[config.mk]
export PLATFORM = sky130hd
export DESIGN_NAME = pm_exec_seq
export DESIGN_NICKNAME = d
export VERILOG_FILES = /design/src/rtl/pm_exec_seq.sv
export SDC_FILE = /design/constraint.sdc
export NUM_CORES = 1
export LEC_CHECK = 0
export CORE_MARGIN = 2
export CORE_UTILIZATION = 49
export CTS_CLUSTER_SIZE = 12
export DETAILED_ROUTE_END_ITERATION = 12
export PLACE_DENSITY = 0.9
export SLEW_MARGIN = 5
export SYNTH_ARGS = -nofsm -noshare
export SYNTH_HDL_FRONTEND = slang
export SYNTH_SLANG_ARGS = --single-unit
[constraint.sdc]
create_clock -name clk -period 2.4 [get_ports clk]
set_input_delay 0.48 -clock clk [delete_from_list [all_inputs] [get_ports clk]]
set_output_delay 0.48 -clock clk [all_outputs]
set_load 0.05 [all_outputs]
[src/rtl/pm_exec_seq.sv]
// pm_exec_seq: program-memory instruction sequencer driving PM field selects and DM strobes.
module pm_exec_seq #(
  parameter logic [15:0] PC_RESET = 16'h0000,
  parameter int AW = 16
) (
  input  logic          clk,
  input  logic          clr,
  input  logic          run,
  input  logic [15:0]   instruction,
  input  logic [AW-1:0] addbus_in,
  output logic [AW-1:0] pm_addr,
  output logic          ld_inst,
  output logic [2:0]    ld_val_reg,
  output logic          dm_rd,
  output logic          dm_rd_latch,
  output logic          dm_wr,
  output logic          halted,
  output logic          illegal
);
  typedef enum logic [2:0] {IDLE, FETCH, EX1, EX2, HALT} state_t;
  localparam logic [4:0] OP_MOVI = 5'd1, OP_MOV = 5'd2, OP_JMP = 5'd3, OP_HLT = 5'd4;
  state_t state, nxt;
  logic [AW-1:0] pc, ia;
  logic [15:0] ir;
  logic [4:0] op;
  logic ex1;
  assign op = ir[15:11];
  assign ex1 = state == EX1;
  always_ff @(posedge clk) begin
    if (!clr) begin
      state <= IDLE;
      pc <= PC_RESET;
      ia <= PC_RESET;
      ir <= '0;
    end else begin
      state <= nxt;
      if (state == FETCH) begin
        ir <= instruction;
        ia <= pc;
        pc <= pc + 1'b1;
      end else if (ex1 && op == OP_JMP) pc <= addbus_in;
    end
  end
  // run is only honoured at instruction boundaries so an in-flight instruction always completes
  always_comb begin
    nxt = state;
    case (state)
      IDLE:    nxt = run ? FETCH : IDLE;
      FETCH:   nxt = EX1;
      EX1:     nxt = op == OP_HLT ? HALT : op == OP_MOV ? EX2 : run ? FETCH : IDLE;
      EX2:     nxt = run ? FETCH : IDLE;
      HALT:    nxt = HALT;
      default: nxt = IDLE;
    endcase
  end
  always_comb begin
    pm_addr = ((ex1 && (op == OP_MOVI || op == OP_MOV)) || state == EX2) ? ia : pc;
    ld_inst = state == FETCH || state == EX2 || (ex1 && (op == OP_MOVI || op == OP_MOV || op == OP_JMP));
    ld_val_reg = state == EX2 ? 3'd2 : !ex1 ? 3'd7 : op == OP_MOVI ? 3'd4 :
                 op == OP_MOV ? 3'd1 : op == OP_JMP ? 3'd5 : 3'd7;
    dm_rd = ex1 && op == OP_MOV;
    dm_rd_latch = (ex1 && op == OP_MOV) || state == EX2;
    dm_wr = (ex1 && op == OP_MOVI) || state == EX2;
    halted = state == HALT;
    illegal = ex1 && op > OP_HLT;
  end
endmodule

# Word level (Yosys, flattened, before mapping)
# Index checks and enable logic that the tools add are counted.
[totals] ff_bits=51 latch_bits=0 ram_bits=0 romBits=0 elab_cells=42 mem_count=0
[classes] addsub=1 n_mul=0 div_mod_pow=0 magnitude_cmp=1 eq_ne=8 n_shift=0 muxes=12 bitwise_logic=0 reduce_logical=16
[ops] operator="2-to-1 mux 16 bit" n=3
[ops] operator="2-to-1 mux 3 bit" n=6
[ops] operator="adder 16 x 1 -> 16 bit (second input constant)" n=1
[ops] operator="case mux 3 bit (4 select lines)" n=1
[ops] operator="equality test 5 x 2 -> 1 bit (second input constant)" n=2
[ops] operator="logical OR 1 bit" n=7
[ops] operator="equality test 3 x 2 -> 1 bit (second input constant)" n=2
[ops] operator="logical AND 1 bit" n=6
[ops] operator="equality test 5 x 1 -> 1 bit (second input constant)" n=1
[ops] operator="equality test 5 x 3 -> 1 bit (second input constant)" n=1
[ops] operator="greater-than comparator 5 x 3 -> 1 bit (second input constant)" n=1
[ops] operator="equality test 3 x 1 -> 1 bit (second input constant)" n=1
[ops] operator="equality test 3 bit (second input constant)" n=1
[ops] operator="logical NOT 3 bit" n=1
[ops] operator="2-to-1 mux 2 bit" n=1
[ops] operator="nonzero test 2 bit" n=1
[ops] operator="OR reduction 2 bit" n=1
[ops] operator="2-to-1 mux 1 bit" n=1

# Depth between registers and ports, before layout
[logic_depth] depth_word=6 mapped_depth=6

# Worst setup path before layout
# OpenSTA, ideal clock, no wires.
[synth_path] path_type="register to output" from="register ir[11]" to="output port ld_inst" t_arrival_ns=2.118 t_required_ns=1.920 slack_ns=-0.198 stages_incl_launch_ff=4 n_path_buf=1 path_cell_list="dfxtp_1 > buf_2 > o211ai_1 > o21ai_0"
[synth_via] elab_chain_cells=5 word_cells_on_any_way=7
[synth_lines] element="start: declaration" line_no="24" rtl="logic [15:0] ir;"
[synth_lines] element="start signal: assignment" line_no="38" rtl="ir <= instruction;"
[synth_lines] element="equality test 5 x 1 -> 1 bit / equality test 5 x 2 -> 1 bit (equally long branches)" line_no="58" rtl="ld_inst = state == FETCH || state == EX2 || (ex1 && (op == OP_MOVI || op == OP_MOV || op == OP_JMP));"
[synth_lines] element="logical OR 1 bit" line_no="58"
[synth_lines] element="logical OR 1 bit (*)" line_no="58"
[synth_lines] element="logical AND 1 bit (*)" line_no="58"
[synth_lines] element="logical OR 1 bit (*)" line_no="58"
[synth_lines] element="end: declaration" line_no="12" rtl="output logic ld_inst,"
# Every way passes the cells marked *; elsewhere a longest branch is shown, timed or not.

# Worst setup path in the final report
[layout_path] from="register ir[14]" to="output port pm_addr[10]"
[layout_via] elab_chain_cells=5 word_cells_on_any_way=6
[layout_lines] element="equality test 5 x 1 -> 1 bit / equality test 5 x 2 -> 1 bit (equally long branches)" line_no="57" rtl="pm_addr = ((ex1 && (op == OP_MOVI || op == OP_MOV)) || state == EX2) ? ia : pc;"
[layout_lines] element="logical OR 1 bit (*)" line_no="57"
[layout_lines] element="logical AND 1 bit (*)" line_no="57"
[layout_lines] element="logical OR 1 bit (*)" line_no="57"
[layout_lines] element="2-to-1 mux 16 bit (*)" line_no="57"
[layout_lines] element="end: declaration" line_no="11" rtl="output logic [AW-1:0] pm_addr,"
# Marked as above.

==> impl_metrics.env <==
export IMPL_synth_area_mm2=0.00229
export IMPL_synth_area_top_cells="dfxtp_1, nand2_1, a21boi_1"
export IMPL_via_per_inst=5.87
export IMPL_area_growth_pct=26.8
export IMPL_grt_pass1_wl_um=9430
export IMPL_gp_congestion=0.791
export IMPL_ys_types=54
export IMPL_antenna_cells=0
export IMPL_cts_max_path_buffers=2
export IMPL_peakVddDrop_mv=0.261
export IMPL_synth_cells=276
export IMPL_final_cell_mix="nand2_1, dfxtp_1, buf_4"
export IMPL_synth_seq_cells=40
export IMPL_hold_buffers=0
export IMPL_syn_num_nets=312
export IMPL_drive_gt1_share_pct=17.9
export IMPL_rsz0062_at_grt="yes"
export IMPL_pre_cts_ws_ns=0.207
export IMPL_fin_crit_sh_pct=96.4
export IMPL_cts_sinks=40
export IMPL_hpwl_um=3690
export IMPL_fp_dieW_um=72.4
export IMPL_instances_no_fill=370
export IMPL_end_kind="primary output"
export IMPL_clk_pin_slew_ns=0.08
export IMPL_crit_arrival_ns=1.83
export IMPL_htreeDepth=2
export IMPL_die_height_um=72.4
export IMPL_cts_buffers_inserted=5
export IMPL_synth_edf_count=0
export IMPL_fp_dieArea_mm2=0.00525
export IMPL_overflow=0
export IMPL_finalSetupViolCount=0
export IMPL_wl_per_cell_um=14.9
export IMPL_hold_ws_ns=0.456
export IMPL_worst_slack_ns=0.0860
export IMPL_cp_start_kind="flip-flop"
export IMPL_ys_seq_area_share_pct=34.9
export IMPL_yosys_warnings=0
export IMPL_synth_top_area_share_pct=34.9
export IMPL_required_ns=1.92
export IMPL_antenna_found_initial=0
export IMPL_ios=60
export IMPL_grt_pass1_vias=2035
export IMPL_synth_largest_area_cell="dfxtp_1"
export IMPL_power_density_mw_per_mm2=495
export IMPL_insertion_delay_ns=0.30
export IMPL_clockRootBuffer="clkbuf_8"
export IMPL_place_inst=361
export IMPL_grt_max_degree=53
export IMPL_maxCapViolCount=0
export IMPL_routed_wl_um=5510
export IMPL_p_leak_nw=1.06
export IMPL_async_reset_ff_share_pct=0
export IMPL_synth_area_per_cell_um2=8.31
export IMPL_synth_flop_cell="dfxtp_1"
export IMPL_final_common_cell="nand2_1"
export IMPL_hold_violations=0
export IMPL_min_period_ns=2.31
export IMPL_clock_skew_ns=0.00569
export IMPL_relSlewSlack_pct=51.9
export IMPL_num_vias=2172
export IMPL_worst_pin_slew_ns=0.722
export IMPL_critical_path_class="flip-flop to primary output"
export IMPL_drv_slew=0
export IMPL_initial_core_util_pct=51.6
export IMPL_path_max_fanout=8
export IMPL_grtUsageTotal_pct=22.7
export IMPL_drc=0
export IMPL_ant_nets=0
export IMPL_cts_tree="done"
export IMPL_nets=353
export IMPL_port_buffer_count=48
export IMPL_drt_iter0_drc=221
export IMPL_row_count=24
export IMPL_hold_path_class="flip-flop to flip-flop"
export IMPL_first_pass_iters=4
export IMPL_fmax_mhz=432
export IMPL_final_util_pct=65.5
export IMPL_core_mm2=0.00444
export IMPL_status="finished, final reports clean"
==> critical path, cell delays in order (launching register included) <==
cell and delay [ns]:
dfxtp_1 0.36, nor3_4 0.23, a21oi_1 0.10, nor2_2 0.11
buf_4 0.19, mux2_1 0.34, buf_4 0.19
==> final timing paths <==
check / startpoint / endpoint / slack, ns / depth (start not counted)
min: ia[8] / ia[8] / 0.46 / 2
max: ir[14] / pm_addr[10] / 0.09 / 6
min reg2reg: ia[8] / ia[8] / 0.46 / 2
max reg2reg: state[1] / pc[15] / 0.40 / 5
==> kinds of logic (layout without fill, tap and decap cells) <==
logic type | count (synthesis) | count (layout) | share of synthesized area [%]
AND/OR/NAND/NOR | 113 | 113 | 26.7
AO/OA/AOI/OAI | 74 | 74 | 22.7
flip-flops | 40 | 40 | 34.9
buffers and inverters | 29 | 71 | 6.05
multiplexers | 17 | 17 | 8.29
XOR/XNOR | 2 | 2 | 0.763
adder cells (fa/ha/maj) | 1 | 1 | 0.545
==> layer usage <==
layer / vias up / track usage, % / share of wire (%)
met2: 76 / 36.0 / 49
met3: 7 / 6.11 / 6.3
met5: - / 0 / 0
li1: 1086 / - / -
met1: 1003 / 29.2 / 43
met4: 0 / 9.26 / 1.5
==> layout make-up <==
cell class	count	area, um2
Fill cell	364	1540
Multi-Input combinational cell	207	1360
Sequential cell	40	805
Timing Repair Buffer	57	547
Clock buffer	6	72.6
Tap cell	52	65.1
Clock inverter	2	35.0
Inverter	6	22.5
==> synth_stat cells (all sizes together), types with 9 or more instances <==
cell type and n:
nand3 15, buf 12, nand2 49, mux2 16, nor4 9, a21boi 26
dfxtp 40, clkbuf 11, a21oi 13
==> state kept, by name, summed over array words and instances, names as in the netlist <==
signal and flops:
ia 16, ir 5, pc 16, state 3
==> report_power, final <==
part | leakage (nW) | switching [mW] | internal (mW)
logic | 0.683 | 0.103 | 0.0956
clock network | 0.0552 | 0.241 | 0.309
registers | 0.325 | 0.0170 | 0.673
==> through the flow <==
stage | power (mW) | setup TNS, ns | instance area, um2
finish | 1.44 | 0 | 2910
global route | 1.49 | -0.0966 | 2910
CTS | 1.45 | 0 | 2910
detailed placement | 0.899 | 0 | 2800
global placement | 0.896 | 0 | 2800
floorplan | 0.820 | 0 | 2300
==> repair_timing <==
item	in CTS	in global routing
endpoints found under the setup margin	18	18
gates cloned	0	0
setup buffers	1	0
gates resized for setup	2	5
pin swaps	1	0
(Power assumes the default switching activity.)
